$ cat src/rtl/cu_gen2_if.sv
// Bus bundle between cu_gen2 and its datapath/memories.
// instr_count exists only when CU_PERF_CNT_EN is defined.
interface cu_gen2_if #(
  parameter int BUS_WIDTH = 16,
  parameter int REG_SEL_W = 4,
  parameter int CNT_W     = 32
);
  logic [BUS_WIDTH-1:0] ir;
  logic                 start;
  logic                 imem_ready;
  logic                 dmem_ready;
  logic                 alu_zero;
  logic [REG_SEL_W-1:0] sel_a;
  logic [REG_SEL_W-1:0] sel_b;
  logic [REG_SEL_W-1:0] sel_dest;
  logic                 rd_a_en;
  logic                 rd_b_en;
  logic                 wr_en;
  logic [3:0]           alu_ctrl;
  logic                 imem_read;
  logic                 dmem_read;
  logic                 dmem_write;
  logic                 pc_inc;
  logic                 pc_load;
  logic                 mar_inc;
  logic                 col_inc;
  logic                 row_inc;
  logic                 col_zero;
  logic                 busy;
  logic                 halted;
  logic                 err;
`ifdef CU_PERF_CNT_EN
  logic [CNT_W-1:0]     instr_count;
`endif

  modport master (
    input  ir, start, imem_ready, dmem_ready, alu_zero,
    output sel_a, sel_b, sel_dest, rd_a_en, rd_b_en, wr_en, alu_ctrl,
           imem_read, dmem_read, dmem_write, pc_inc, pc_load,
           mar_inc, col_inc, row_inc, col_zero, busy, halted, err
`ifdef CU_PERF_CNT_EN
    , output instr_count
`endif
  );

  modport slave (
    output ir, start, imem_ready, dmem_ready, alu_zero,
    input  sel_a, sel_b, sel_dest, rd_a_en, rd_b_en, wr_en, alu_ctrl,
           imem_read, dmem_read, dmem_write, pc_inc, pc_load,
           mar_inc, col_inc, row_inc, col_zero, busy, halted, err
`ifdef CU_PERF_CNT_EN
    , input instr_count
`endif
  );
endinterface

$ cat src/rtl/cu_gen2.sv
// cu_gen2: multi-cycle Moore control unit with registered outputs and memory timeouts.
// Define CU_PERF_CNT_EN to add the retired-instruction counter.
module cu_gen2 #(
  parameter int BUS_WIDTH   = 16,
  parameter int OPCODE_LEN  = 4,
  parameter int REG_SEL_W   = 4,
  parameter int MEM_TIMEOUT = 15,
  parameter int CNT_W       = 32
) (
  input logic       clk,
  input logic       reset,
  cu_gen2_if.master bus
);
  localparam int TW = $clog2(MEM_TIMEOUT + 1);

  typedef enum logic [3:0] {
    S_IDLE, S_FETCH, S_DECODE, S_EXEC, S_WB, S_MEM_RD, S_MEM_WR,
    S_JEXEC, S_JEVAL, S_STROBE, S_HALT, S_ERR
  } state_t;

  state_t               r_state, w_next;
  logic [TW-1:0]        r_waitCnt;
  logic [OPCODE_LEN-1:0] w_op;
  logic [3:0]           w_code;
  logic                 w_opStd, w_waiting, w_ready, w_timeout;
  logic [REG_SEL_W-1:0] r_selA, r_selB, r_selD;
  logic                 r_rdA, r_rdB, r_wr, r_imemRd, r_dmemRd, r_dmemWr;
  logic                 r_pcInc, r_pcLoad, r_busy, r_halted, r_err;
  logic [3:0]           r_alu, r_strobe;
  logic                 w_rdA, w_rdB, w_wr, w_imemRd, w_dmemRd, w_dmemWr;
  logic                 w_pcInc, w_pcLoad, w_busy, w_halted, w_err;
  logic [3:0]           w_alu, w_strobe;

  assign w_op   = bus.ir[BUS_WIDTH-1 -: OPCODE_LEN];
  assign w_code = w_op[3:0];

  // Opcodes wider than 4 bits only dispatch when the extra MSBs are zero.
  if (OPCODE_LEN > 4) begin : g_wideOp
    assign w_opStd = ~|w_op[OPCODE_LEN-1:4];
  end else begin : g_narrowOp
    assign w_opStd = 1'b1;
  end

  assign w_waiting = (r_state == S_FETCH) || (r_state == S_MEM_RD) || (r_state == S_MEM_WR);
  assign w_ready   = (r_state == S_FETCH) ? bus.imem_ready : bus.dmem_ready;
  assign w_timeout = w_waiting && !w_ready && (r_waitCnt == TW'(MEM_TIMEOUT));

  always_ff @(posedge clk) begin
    if (reset) begin
      r_state   <= S_IDLE;
      r_waitCnt <= '0;
      r_selA    <= '0;
      r_selB    <= '0;
      r_selD    <= '0;
      r_rdA     <= 1'b0;
      r_rdB     <= 1'b0;
      r_wr      <= 1'b0;
      r_imemRd  <= 1'b0;
      r_dmemRd  <= 1'b0;
      r_dmemWr  <= 1'b0;
      r_pcInc   <= 1'b0;
      r_pcLoad  <= 1'b0;
      r_busy    <= 1'b0;
      r_halted  <= 1'b0;
      r_err     <= 1'b0;
      r_alu     <= 4'b0000;
      r_strobe  <= 4'b0000;
    end else begin
      r_state <= w_next;
      if (w_next != r_state)
        r_waitCnt <= '0;
      else if (w_waiting)
        r_waitCnt <= r_waitCnt + 1'b1;
      if (r_state == S_DECODE) begin
        r_selA <= bus.ir[BUS_WIDTH-OPCODE_LEN-1 -: REG_SEL_W];
        r_selB <= bus.ir[BUS_WIDTH-OPCODE_LEN-REG_SEL_W-1 -: REG_SEL_W];
        r_selD <= bus.ir[BUS_WIDTH-OPCODE_LEN-2*REG_SEL_W-1 -: REG_SEL_W];
      end
      r_rdA    <= w_rdA;
      r_rdB    <= w_rdB;
      r_wr     <= w_wr;
      r_imemRd <= w_imemRd;
      r_dmemRd <= w_dmemRd;
      r_dmemWr <= w_dmemWr;
      r_pcInc  <= w_pcInc;
      r_pcLoad <= w_pcLoad;
      r_busy   <= w_busy;
      r_halted <= w_halted;
      r_err    <= w_err;
      r_alu    <= w_alu;
      r_strobe <= w_strobe;
    end
  end

  always_comb begin
    w_next = r_state;
    unique case (r_state)
      S_IDLE:   if (bus.start) w_next = S_FETCH;
      S_FETCH:  if (bus.imem_ready) w_next = S_DECODE; else if (w_timeout) w_next = S_ERR;
      S_DECODE: begin
        w_next = S_FETCH;
        if (w_opStd) begin
          case (w_code)
            4'h1:                                    w_next = S_MEM_RD;
            4'h2:                                    w_next = S_MEM_WR;
            4'h3, 4'h4, 4'h5, 4'h6, 4'h7, 4'h8, 4'h9: w_next = S_EXEC;
            4'hA:                                    w_next = S_JEXEC;
            4'hB, 4'hC, 4'hD, 4'hE:                  w_next = S_STROBE;
            4'hF:                                    w_next = S_HALT;
            default:                                 w_next = S_FETCH;
          endcase
        end
      end
      S_EXEC:   w_next = S_WB;
      S_WB:     w_next = S_FETCH;
      S_MEM_RD: if (bus.dmem_ready) w_next = S_WB; else if (w_timeout) w_next = S_ERR;
      S_MEM_WR: if (bus.dmem_ready) w_next = S_FETCH; else if (w_timeout) w_next = S_ERR;
      S_JEXEC:  w_next = S_JEVAL;
      S_JEVAL:  w_next = S_FETCH;
      S_STROBE: w_next = S_FETCH;
      S_HALT:   if (bus.start) w_next = S_FETCH;
      S_ERR:    w_next = S_ERR;
      default:  w_next = S_IDLE;
    endcase
  end

  // Outputs are computed from the upcoming state so the registers line up with it;
  // EXEC/JEXEC/STROBE are only entered from DECODE, so the live IR opcode is valid there.
  always_comb begin
    w_imemRd = (w_next == S_FETCH);
    w_dmemRd = (w_next == S_MEM_RD);
    w_dmemWr = (w_next == S_MEM_WR);
    w_rdA    = (w_next == S_EXEC) || (w_next == S_JEXEC) || (w_next == S_MEM_WR);
    w_rdB    = (w_next == S_EXEC) || (w_next == S_JEXEC);
    w_wr     = (w_next == S_WB);
    w_pcInc  = (r_state == S_FETCH) && bus.imem_ready;
    w_pcLoad = (r_state == S_JEVAL) && !bus.alu_zero;
    w_halted = (w_next == S_HALT);
    w_err    = (w_next == S_ERR);
    w_busy   = !((w_next == S_IDLE) || (w_next == S_HALT) || (w_next == S_ERR));
    w_alu    = 4'b0000;
    if (w_next == S_EXEC)       w_alu = w_code - 4'd3;
    else if (w_next == S_WB)    w_alu = r_alu;
    else if (w_next == S_JEXEC) w_alu = 4'b0010;
    w_strobe = 4'b0000;
    if (w_next == S_STROBE) begin
      case (w_code)
        4'hB:    w_strobe = 4'b1000;
        4'hC:    w_strobe = 4'b0100;
        4'hD:    w_strobe = 4'b0010;
        4'hE:    w_strobe = 4'b0001;
        default: w_strobe = 4'b0000;
      endcase
    end
  end

  assign bus.sel_a      = r_selA;
  assign bus.sel_b      = r_selB;
  assign bus.sel_dest   = r_selD;
  assign bus.rd_a_en    = r_rdA;
  assign bus.rd_b_en    = r_rdB;
  assign bus.wr_en      = r_wr;
  assign bus.alu_ctrl   = r_alu;
  assign bus.imem_read  = r_imemRd;
  assign bus.dmem_read  = r_dmemRd;
  assign bus.dmem_write = r_dmemWr;
  assign bus.pc_inc     = r_pcInc;
  assign bus.pc_load    = r_pcLoad;
  assign bus.mar_inc    = r_strobe[3];
  assign bus.col_inc    = r_strobe[2];
  assign bus.row_inc    = r_strobe[1];
  assign bus.col_zero   = r_strobe[0];
  assign bus.busy       = r_busy;
  assign bus.halted     = r_halted;
  assign bus.err        = r_err;

`ifdef CU_PERF_CNT_EN
  logic [CNT_W-1:0] r_instrCount;

  // Counts every DECODE exit, NOP and HALT included; only reset clears it.
  always_ff @(posedge clk) begin
    if (reset)
      r_instrCount <= '0;
    else if (r_state == S_DECODE)
      r_instrCount <= r_instrCount + 1'b1;
  end

  assign bus.instr_count = r_instrCount;
`endif
endmodule

$ cat src/flat_wrapper.sv
// flat-port wrapper written by rule: the top's interface ports become plain ports
module cu_gen2_flat 
#(
  parameter int BUS_WIDTH   = 16,
  parameter int OPCODE_LEN  = 4,
  parameter int REG_SEL_W   = 4,
  parameter int MEM_TIMEOUT = 15,
  parameter int CNT_W       = 32
)
  (clk, reset, bus_ir, bus_start, bus_imem_ready, bus_dmem_ready, bus_alu_zero, bus_sel_a, bus_sel_b, bus_sel_dest, bus_rd_a_en, bus_rd_b_en, bus_wr_en, bus_alu_ctrl, bus_imem_read, bus_dmem_read, bus_dmem_write, bus_pc_inc, bus_pc_load, bus_mar_inc, bus_col_inc, bus_row_inc, bus_col_zero, bus_busy, bus_halted, bus_err);
  cu_gen2_if #(.BUS_WIDTH(BUS_WIDTH), .REG_SEL_W(REG_SEL_W), .CNT_W(CNT_W)) bus_i ();
  input logic clk;
  input logic reset;
  input wire logic [$bits(bus_i.ir)-1:0] bus_ir;
  input wire logic [$bits(bus_i.start)-1:0] bus_start;
  input wire logic [$bits(bus_i.imem_ready)-1:0] bus_imem_ready;
  input wire logic [$bits(bus_i.dmem_ready)-1:0] bus_dmem_ready;
  input wire logic [$bits(bus_i.alu_zero)-1:0] bus_alu_zero;
  output wire logic [$bits(bus_i.sel_a)-1:0] bus_sel_a;
  output wire logic [$bits(bus_i.sel_b)-1:0] bus_sel_b;
  output wire logic [$bits(bus_i.sel_dest)-1:0] bus_sel_dest;
  output wire logic [$bits(bus_i.rd_a_en)-1:0] bus_rd_a_en;
  output wire logic [$bits(bus_i.rd_b_en)-1:0] bus_rd_b_en;
  output wire logic [$bits(bus_i.wr_en)-1:0] bus_wr_en;
  output wire logic [$bits(bus_i.alu_ctrl)-1:0] bus_alu_ctrl;
  output wire logic [$bits(bus_i.imem_read)-1:0] bus_imem_read;
  output wire logic [$bits(bus_i.dmem_read)-1:0] bus_dmem_read;
  output wire logic [$bits(bus_i.dmem_write)-1:0] bus_dmem_write;
  output wire logic [$bits(bus_i.pc_inc)-1:0] bus_pc_inc;
  output wire logic [$bits(bus_i.pc_load)-1:0] bus_pc_load;
  output wire logic [$bits(bus_i.mar_inc)-1:0] bus_mar_inc;
  output wire logic [$bits(bus_i.col_inc)-1:0] bus_col_inc;
  output wire logic [$bits(bus_i.row_inc)-1:0] bus_row_inc;
  output wire logic [$bits(bus_i.col_zero)-1:0] bus_col_zero;
  output wire logic [$bits(bus_i.busy)-1:0] bus_busy;
  output wire logic [$bits(bus_i.halted)-1:0] bus_halted;
  output wire logic [$bits(bus_i.err)-1:0] bus_err;
  assign bus_i.ir = bus_ir;
  assign bus_i.start = bus_start;
  assign bus_i.imem_ready = bus_imem_ready;
  assign bus_i.dmem_ready = bus_dmem_ready;
  assign bus_i.alu_zero = bus_alu_zero;
  assign bus_sel_a = bus_i.sel_a;
  assign bus_sel_b = bus_i.sel_b;
  assign bus_sel_dest = bus_i.sel_dest;
  assign bus_rd_a_en = bus_i.rd_a_en;
  assign bus_rd_b_en = bus_i.rd_b_en;
  assign bus_wr_en = bus_i.wr_en;
  assign bus_alu_ctrl = bus_i.alu_ctrl;
  assign bus_imem_read = bus_i.imem_read;
  assign bus_dmem_read = bus_i.dmem_read;
  assign bus_dmem_write = bus_i.dmem_write;
  assign bus_pc_inc = bus_i.pc_inc;
  assign bus_pc_load = bus_i.pc_load;
  assign bus_mar_inc = bus_i.mar_inc;
  assign bus_col_inc = bus_i.col_inc;
  assign bus_row_inc = bus_i.row_inc;
  assign bus_col_zero = bus_i.col_zero;
  assign bus_busy = bus_i.busy;
  assign bus_halted = bus_i.halted;
  assign bus_err = bus_i.err;
  cu_gen2 #(.BUS_WIDTH(BUS_WIDTH), .OPCODE_LEN(OPCODE_LEN), .REG_SEL_W(REG_SEL_W), .MEM_TIMEOUT(MEM_TIMEOUT), .CNT_W(CNT_W)) u_core (.clk(clk), .reset(reset), .bus(bus_i));
endmodule
$ cat config.mk
export PLATFORM = sky130hd
export DESIGN_NAME = cu_gen2_flat
export DESIGN_NICKNAME = d
export VERILOG_FILES = /design/src/rtl/cu_gen2_if.sv /design/src/rtl/cu_gen2.sv /design/src/flat_wrapper.sv
export SDC_FILE = /design/constraint.sdc
export NUM_CORES = 1
export LEC_CHECK = 0
export ABC_AREA = 1
export BUFFER_PORTS_ARGS = -buffer_cell sky130_fd_sc_hd__buf_2
export CAP_MARGIN = 20
export CORE_MARGIN = 2
export CORE_UTILIZATION = 55
export DETAILED_ROUTE_END_ITERATION = 6
export GPL_TIMING_DRIVEN = 0
export PLACE_DENSITY = 0.82
export SLEW_MARGIN = 10
export SYNTH_ARGS = -nofsm -noshare
export SYNTH_HDL_FRONTEND = slang
export SYNTH_SLANG_ARGS = --single-unit
$ cat constraint.sdc
create_clock -name clk -period 2.5 [get_ports clk]
set_input_delay 0.25 -clock clk [delete_from_list [all_inputs] [get_ports clk]]
set_output_delay 0.25 -clock clk [all_outputs]
set_load 0.01 [all_outputs]
Word-level counts from Yosys, hierarchy flattened --
Memory sizes are Yosys's and may differ from the RTL's. Index checks and enable logic that the tools add are counted. W data, S select, Z words.
Cells by class: reduce and logical (&&, ||, !) cells 19, bitwise operators 1, $lt $le $gt $ge 0, $add $sub $neg 2, multiplexer cells 11, shift-type cells 0, equal/unequal tests 27, multipliers 0, div/mod/pow operators 0
Operators by type and width (count):
- $eq A4 B4 Y1 const B | 12
- $pmux W4 S9 | 1
- $eq A4 B3 Y1 const B | 8
- $mux W4 | 7
- $pmux W4 S4 | 1
- $eq A4 B2 Y1 const B | 3
- $eq A4 B1 Y1 const B | 2
- $logic_not A4 Y1 | 2
- $logic_or A1 B1 Y1 | 6
- $reduce_or A2 Y1 | 3
- $add A4 B1 Y4 const B | 1
- $logic_and A1 B1 Y1 | 4
- $ne A4 B4 Y1 | 1
- $sub A4 B2 Y4 const B | 1
- $logic_not A1 Y1 | 3
- $reduce_or A3 Y1 | 1
- $mux W2 | 1
- $ne A2 B2 Y1 const B | 1
- $mux W1 | 1
- $not A1 Y1 | 1
Word-level totals: memories 1, bits in writable memories 0, latch bits 0, word-level logic and storage cells 79, register bits after elaboration 39, input bits 22, memory bits (read-only) 64, output and inout bits 31
Memories:
- (no name shown) | words 16, bits a word 4, read ports 1, clocked after Yosys merged registers in 0, write ports 0, RTL line cu_gen2.sv:103 | case (w_code)

Longest topological paths before layout --
depth after elaboration 12, depth in mapped cells 15, gate-level depth less buffers 15

Least setup slack after synthesis --
OpenSTA, ideal clock, no wires.
path type reg2reg, start point register u_core.r_state[1], end point register u_core.r_waitCnt[0], data required time 2.384 ns, path buffers 1, clock period less this slack 1.651 ns, setup time 0.116 ns, arrival 1.535 ns, setup slack 0.849 ns, stages on the path, launching flop included 14, cell sequence dfxtp_1 > buf_4 > inv_2 > nor2_1 > nand2_1 > nand2_4 > nand2_4 > o21ai_2 > nand2_2 > nand2_4 > xor2_1 > nor2_1 > nand2_1 > nor2_1
Between the ends: longest elaborated chain between the ends 10, elaborated cells between the ends (all ways) 28, classes of those cells eq/ne (12); mux (7); reduce/logical (9)
Ends and longest elaborated chain:
- start: declaration | RTL line cu_gen2.sv:21 | state_t r_state, w_next;
- start signal: assignment | RTL line cu_gen2.sv:69 | r_state <= w_next;
- $eq A4 B1 Y1 or $eq A4 B3 Y1 (tied branches) | RTL line cu_gen2.sv:44, cu_gen2.sv:45, cu_gen2.sv:97
- $mux W1 or $logic_or A1 B1 Y1 (tied branches) | RTL line cu_gen2.sv:45, cu_gen2.sv:44
- $logic_not A1 Y1 or $logic_or A1 B1 Y1 (tied branches) | RTL line cu_gen2.sv:46, cu_gen2.sv:44
- $logic_and A1 B1 Y1 (2 in series) | RTL line cu_gen2.sv:46 | assign w_timeout = w_waiting && !w_ready && (r_waitCnt == TW'(MEM_TIMEOUT));
- $mux W4 | RTL line cu_gen2.sv:99, cu_gen2.sv:116, cu_gen2.sv:117
- $mux W4, on equally long branches | RTL line cu_gen2.sv:117, cu_gen2.sv:99, cu_gen2.sv:116
- $pmux W4 S9 | RTL line cu_gen2.sv:97 | unique case (r_state)
- $ne A4 B4 Y1 | RTL line cu_gen2.sv:70 | if (w_next != r_state)
- $reduce_or A2 Y1 (no line)
- end signal: assignment | RTL line cu_gen2.sv:73 | r_waitCnt <= r_waitCnt + 1'b1;
- end: declaration | RTL line cu_gen2.sv:22 | logic [TW-1:0] r_waitCnt;
Several ways; a longest one is shown, not always the timed one. A chain may end at the register's enable or synchronous reset.

Worst setup path in the final report --
start point register u_core.r_state[1], end point register u_core.r_alu[2], in the netlist u_core.bus.alu_ctrl[2]
Between the ends: longest elaborated chain between the ends 10, elaborated cells between the ends (all ways) 30, classes of those cells eq/ne (14); mux (8); reduce/logical (8)
Ends and longest elaborated chain:
- $eq A4 B1 Y1 or $eq A4 B3 Y1 (tied branches) | RTL line cu_gen2.sv:44, cu_gen2.sv:45, cu_gen2.sv:97
- $mux W1 or $logic_or A1 B1 Y1 (tied branches) | RTL line cu_gen2.sv:45, cu_gen2.sv:44
- $logic_not A1 Y1 or $logic_or A1 B1 Y1 (tied branches) | RTL line cu_gen2.sv:46, cu_gen2.sv:44
- $logic_and A1 B1 Y1 (2 in series) | RTL line cu_gen2.sv:46
- $mux W4 | RTL line cu_gen2.sv:99, cu_gen2.sv:116, cu_gen2.sv:117
- $mux W4, on equally long branches | RTL line cu_gen2.sv:117, cu_gen2.sv:99, cu_gen2.sv:116
- $pmux W4 S9 * | RTL line cu_gen2.sv:97
- $eq A4 B2 Y1 or $eq A4 B3 Y1 (tied branches) | RTL line cu_gen2.sv:142, cu_gen2.sv:143
- $ne A2 B2 Y1 (no line) or $mux W4 (tied branches)
- end signal: assignment | RTL line cu_gen2.sv:90 | r_alu <= w_alu;
- end: declaration | RTL line cu_gen2.sv:29 | logic [3:0] r_alu, r_strobe;
Every way passes the cells marked *; elsewhere a longest branch is shown, timed or not.

==> out/metrics.cfg <==
[status]
outcome = completed

[layout]
area_delta_synth_final_pct = 20.9
multi_input_area_um2 = 1050
n_antenna_cell = 0
register_area_um2 = 781
fin_nets = 342
fillCellCount = 332
drive_gt1_share_pct = 31.0

[die]
start_util_pct = 58.1
rows = 21
fp.coreArea_um2 = 3360
dieHeight_um = 63.6
num_io_pins = 53
die_area_um2 = 4050
die_x_um = 63.6

[worst_hold_path]
min_path_cells = 2
holdCritPathClass = in -> reg

[synthesis]
avgSynthCellArea_um2 = 7.67
ys_warn_count = 0
ys.flop_type = dfxtp_1
synth_cell_type_count = 32
synth_area_um2 = 1960
ys_seq_area_share_pct = 39.9
synthArstFlopShare_pct = 0
synth_nets = 285
synth_edf_count = 0
syn_inst = 255
synth_seq_cells = 39

[worst_setup_path]
endpoint_kind = flip-flop
ff2ff_path_depth = 13
required_ns = 2.78
endpoint = u_core.bus.alu_ctrl[2]
r2r-start = u_core.r_state[1]
ff2ff_setup_slack_ns = 0.57
critPathMaxFanout = 8
startpoint = u_core.r_state[1]
reg2reg_to = u_core.bus.alu_ctrl[2]
critPathLaunchType = flip-flop
crit_type = reg -> reg
cp.arrival_ns = 2.21

[sta]
post-route-period-util_pct = 77.2
clock_skew_ns = 0.00958
rsz0062_at_grt = no
max_freq_mhz = 518
tns_ns = 0
worst_pin_slew_ns = 0.479
fin_crit_ns = 1.93
worst_slack_ns = 0.571
setup_viol = 0
final_max_slew_viol_count = 0
hold_viol_final = 0
slew_headroom_pct = 68.1

[cts]
cts_setup_buffers = 0
postCtsResizedCells = 0
h-tree-depth = 2
cts_buffer_depth = 2
clk_latency_ns = 0.34
cts_hold_buf = 0
cts_root_buffer = clkbuf_4
path_clk_slew_ns = 0.11
numCtsBuffers = 5
cts_tree = built
clkSinkCount = 39

[drt]
num_vias = 1808
wirelength_mm = 4.13
drt_iter0_drc = 128
via_per_inst = 5.04
wire_per_inst_um = 11.5
remaining_drc_errors = 0
ant_nets = 0
first_pass_iters = 4

[placed_design]
gp_congestion = 0.927
hpwl_mm = 3.20
portBuffers = 50
post-place-ws_ns = 0.562

[job]
maxCapViolCount = 0

[global_routing]
antenna_found_initial = 0
grt_pass1_wl_mm = 7.29
grt_overflow = 0
grt_max_degree = 13
grt_use_total_pct = 22.7
grt_pass1_vias = 1711

[power]
power.leakage_nw = 1.15
ir_worst_vdd_mv = 0.453
total_power_w = 0.00162
power.density_nw_per_um2 = 683

## layer usage
layer  routed length (µm)  share of wire [%]  global-route usage (%)
met1                 1800                 43                    27.6
met5                    0                  0                       0
met3                  317                7.7                    6.61
met2                 1970                 48                    37.9
met4                   51                1.2                    8.15
## sequential cells by signal, summed over array words and instances, names as in the netlist
signal and cells:
u_core.bus.alu_ctrl 4, u_core.bus.sel_a 4, u_core.bus.sel_b 4, u_core.bus.sel_dest 4, u_core.r_state 4, u_core.r_strobe 4
u_core.r_waitCnt 4, u_core.bus.busy 1, u_core.bus.dmem_read 1, u_core.bus.dmem_write 1, u_core.bus.err 1, u_core.bus.halted 1
u_core.bus.imem_read 1, u_core.bus.pc_inc 1, u_core.bus.pc_load 1, u_core.bus.rd_a_en 1, u_core.bus.rd_b_en 1, u_core.bus.wr_en 1
## cells by family after synthesis
kind of cell	synth area share, %
XOR/XNOR	1.79
flip-flops	39.9
AND/OR/NAND/NOR	35.2
AO/OA/AOI/OAI	11.1
buffers and inverters	6.40
multiplexers	0.512
adder cells (fa/ha/maj)	5.12
## how the worst min path moves through the flow
stage,to,startpoint,slack [ns]
after floorplan,u_core.bus.pc_load,bus_alu_zero,0.33
after global placement,u_core.bus.pc_load,bus_alu_zero,0.42
after detailed placement,u_core.bus.pc_load,bus_alu_zero,0.43
after CTS,u_core.bus.pc_load,bus_alu_zero,0.05
after global routing,u_core.bus.pc_load,bus_alu_zero,0.04
final,u_core.bus.pc_load,bus_alu_zero,0.06
## worst max-delay path, stage by stage (launching register included)
cell,delay (ns)
dfxtp_1,0.32
buf_4,0.18
inv_2,0.08
nor2_1,0.14
nand2_1,0.13
nand2_4,0.12
nand2_4,0.08
o21ai_2,0.12
nand2_1,0.08
nand2_2,0.12
nand3_2,0.15
nor2_4,0.14
nand2_1,0.08
a21oi_2,0.14
## metrics by stage
stage	cell area, µm²	std cells	utilization (%)	hold slack [ns]
final	2360	359	70.3	0.0618
after global routing	2360	359	70.3	0.0412
after CTS	2360	359	70.3	0.0473
after detailed placement	2260	351	67.3	0.428
after global placement	2260	351	67.3	0.421
after floorplan	1960	255	-	0.327
## synthesized netlist by cell type (4+ instances only)
| library cell | number | area, µm² |
|---|---|---|
| a21oi_1 | 5 | 25.0 |
| clkbuf_1 | 4 | 15.0 |
| dfxtp_1 | 39 | 781 |
| ha_1 | 8 | 100 |
| inv_1 | 20 | 75.1 |
| inv_2 | 5 | 18.8 |
| nand2_1 | 33 | 124 |
| nand2_2 | 7 | 43.8 |
| nand2_4 | 9 | 101 |
| nand3_1 | 18 | 90.1 |
| nor2_1 | 54 | 203 |
| nor2_2 | 4 | 25.0 |
| o211ai_1 | 4 | 30.0 |
| o21ai_0 | 16 | 80.1 |
| o21ai_2 | 4 | 35.0 |
## cell usage in the layout, fill, tap and decap left out, types with 2 or more instances in the layout
cell	netlist	layout
a21oi_2	3	3
inv_2	5	5
dfxtp_1	39	39
clkbuf_1	4	5
xnor2_1	2	2
o21ai_0	16	16
o211ai_1	4	4
nor2_1	54	54
nor4_1	3	3
nand3_2	3	3
xor2_1	2	2
ha_1	8	8
nand2_4	9	9
a21oi_1	5	5
o21ai_2	4	4
nand2_2	7	7
inv_1	20	20
bufinv_16	0	2
buf_2	1	51
nand2_1	33	33
nor2_2	4	4
clkbuf_4	0	5
nand3_1	18	18
## report_power, final
| group | leakage [nW] | total [W] | internal [W] | switching (W) |
|---|---|---|---|---|
| combinational | 0.784 | 0.000411 | 0.000144 | 0.000266 |
| clock | 0.0525 | 0.000513 | 0.000312 | 0.000201 |
| sequential | 0.316 | 0.000692 | 0.000667 | 0.0000252 |
## layout make-up
cell class	count	share of cell area (%)
flip-flops and latches	39	33.0
repair buffers	50	10.6
clock inverters	2	2.54
inverters	25	3.97
plain buffers	7	1.32
multi-input cells	184	44.4
clock buffers	6	1.75
well taps	46	2.43
Note: power is estimated with default switching activity, not from simulation.
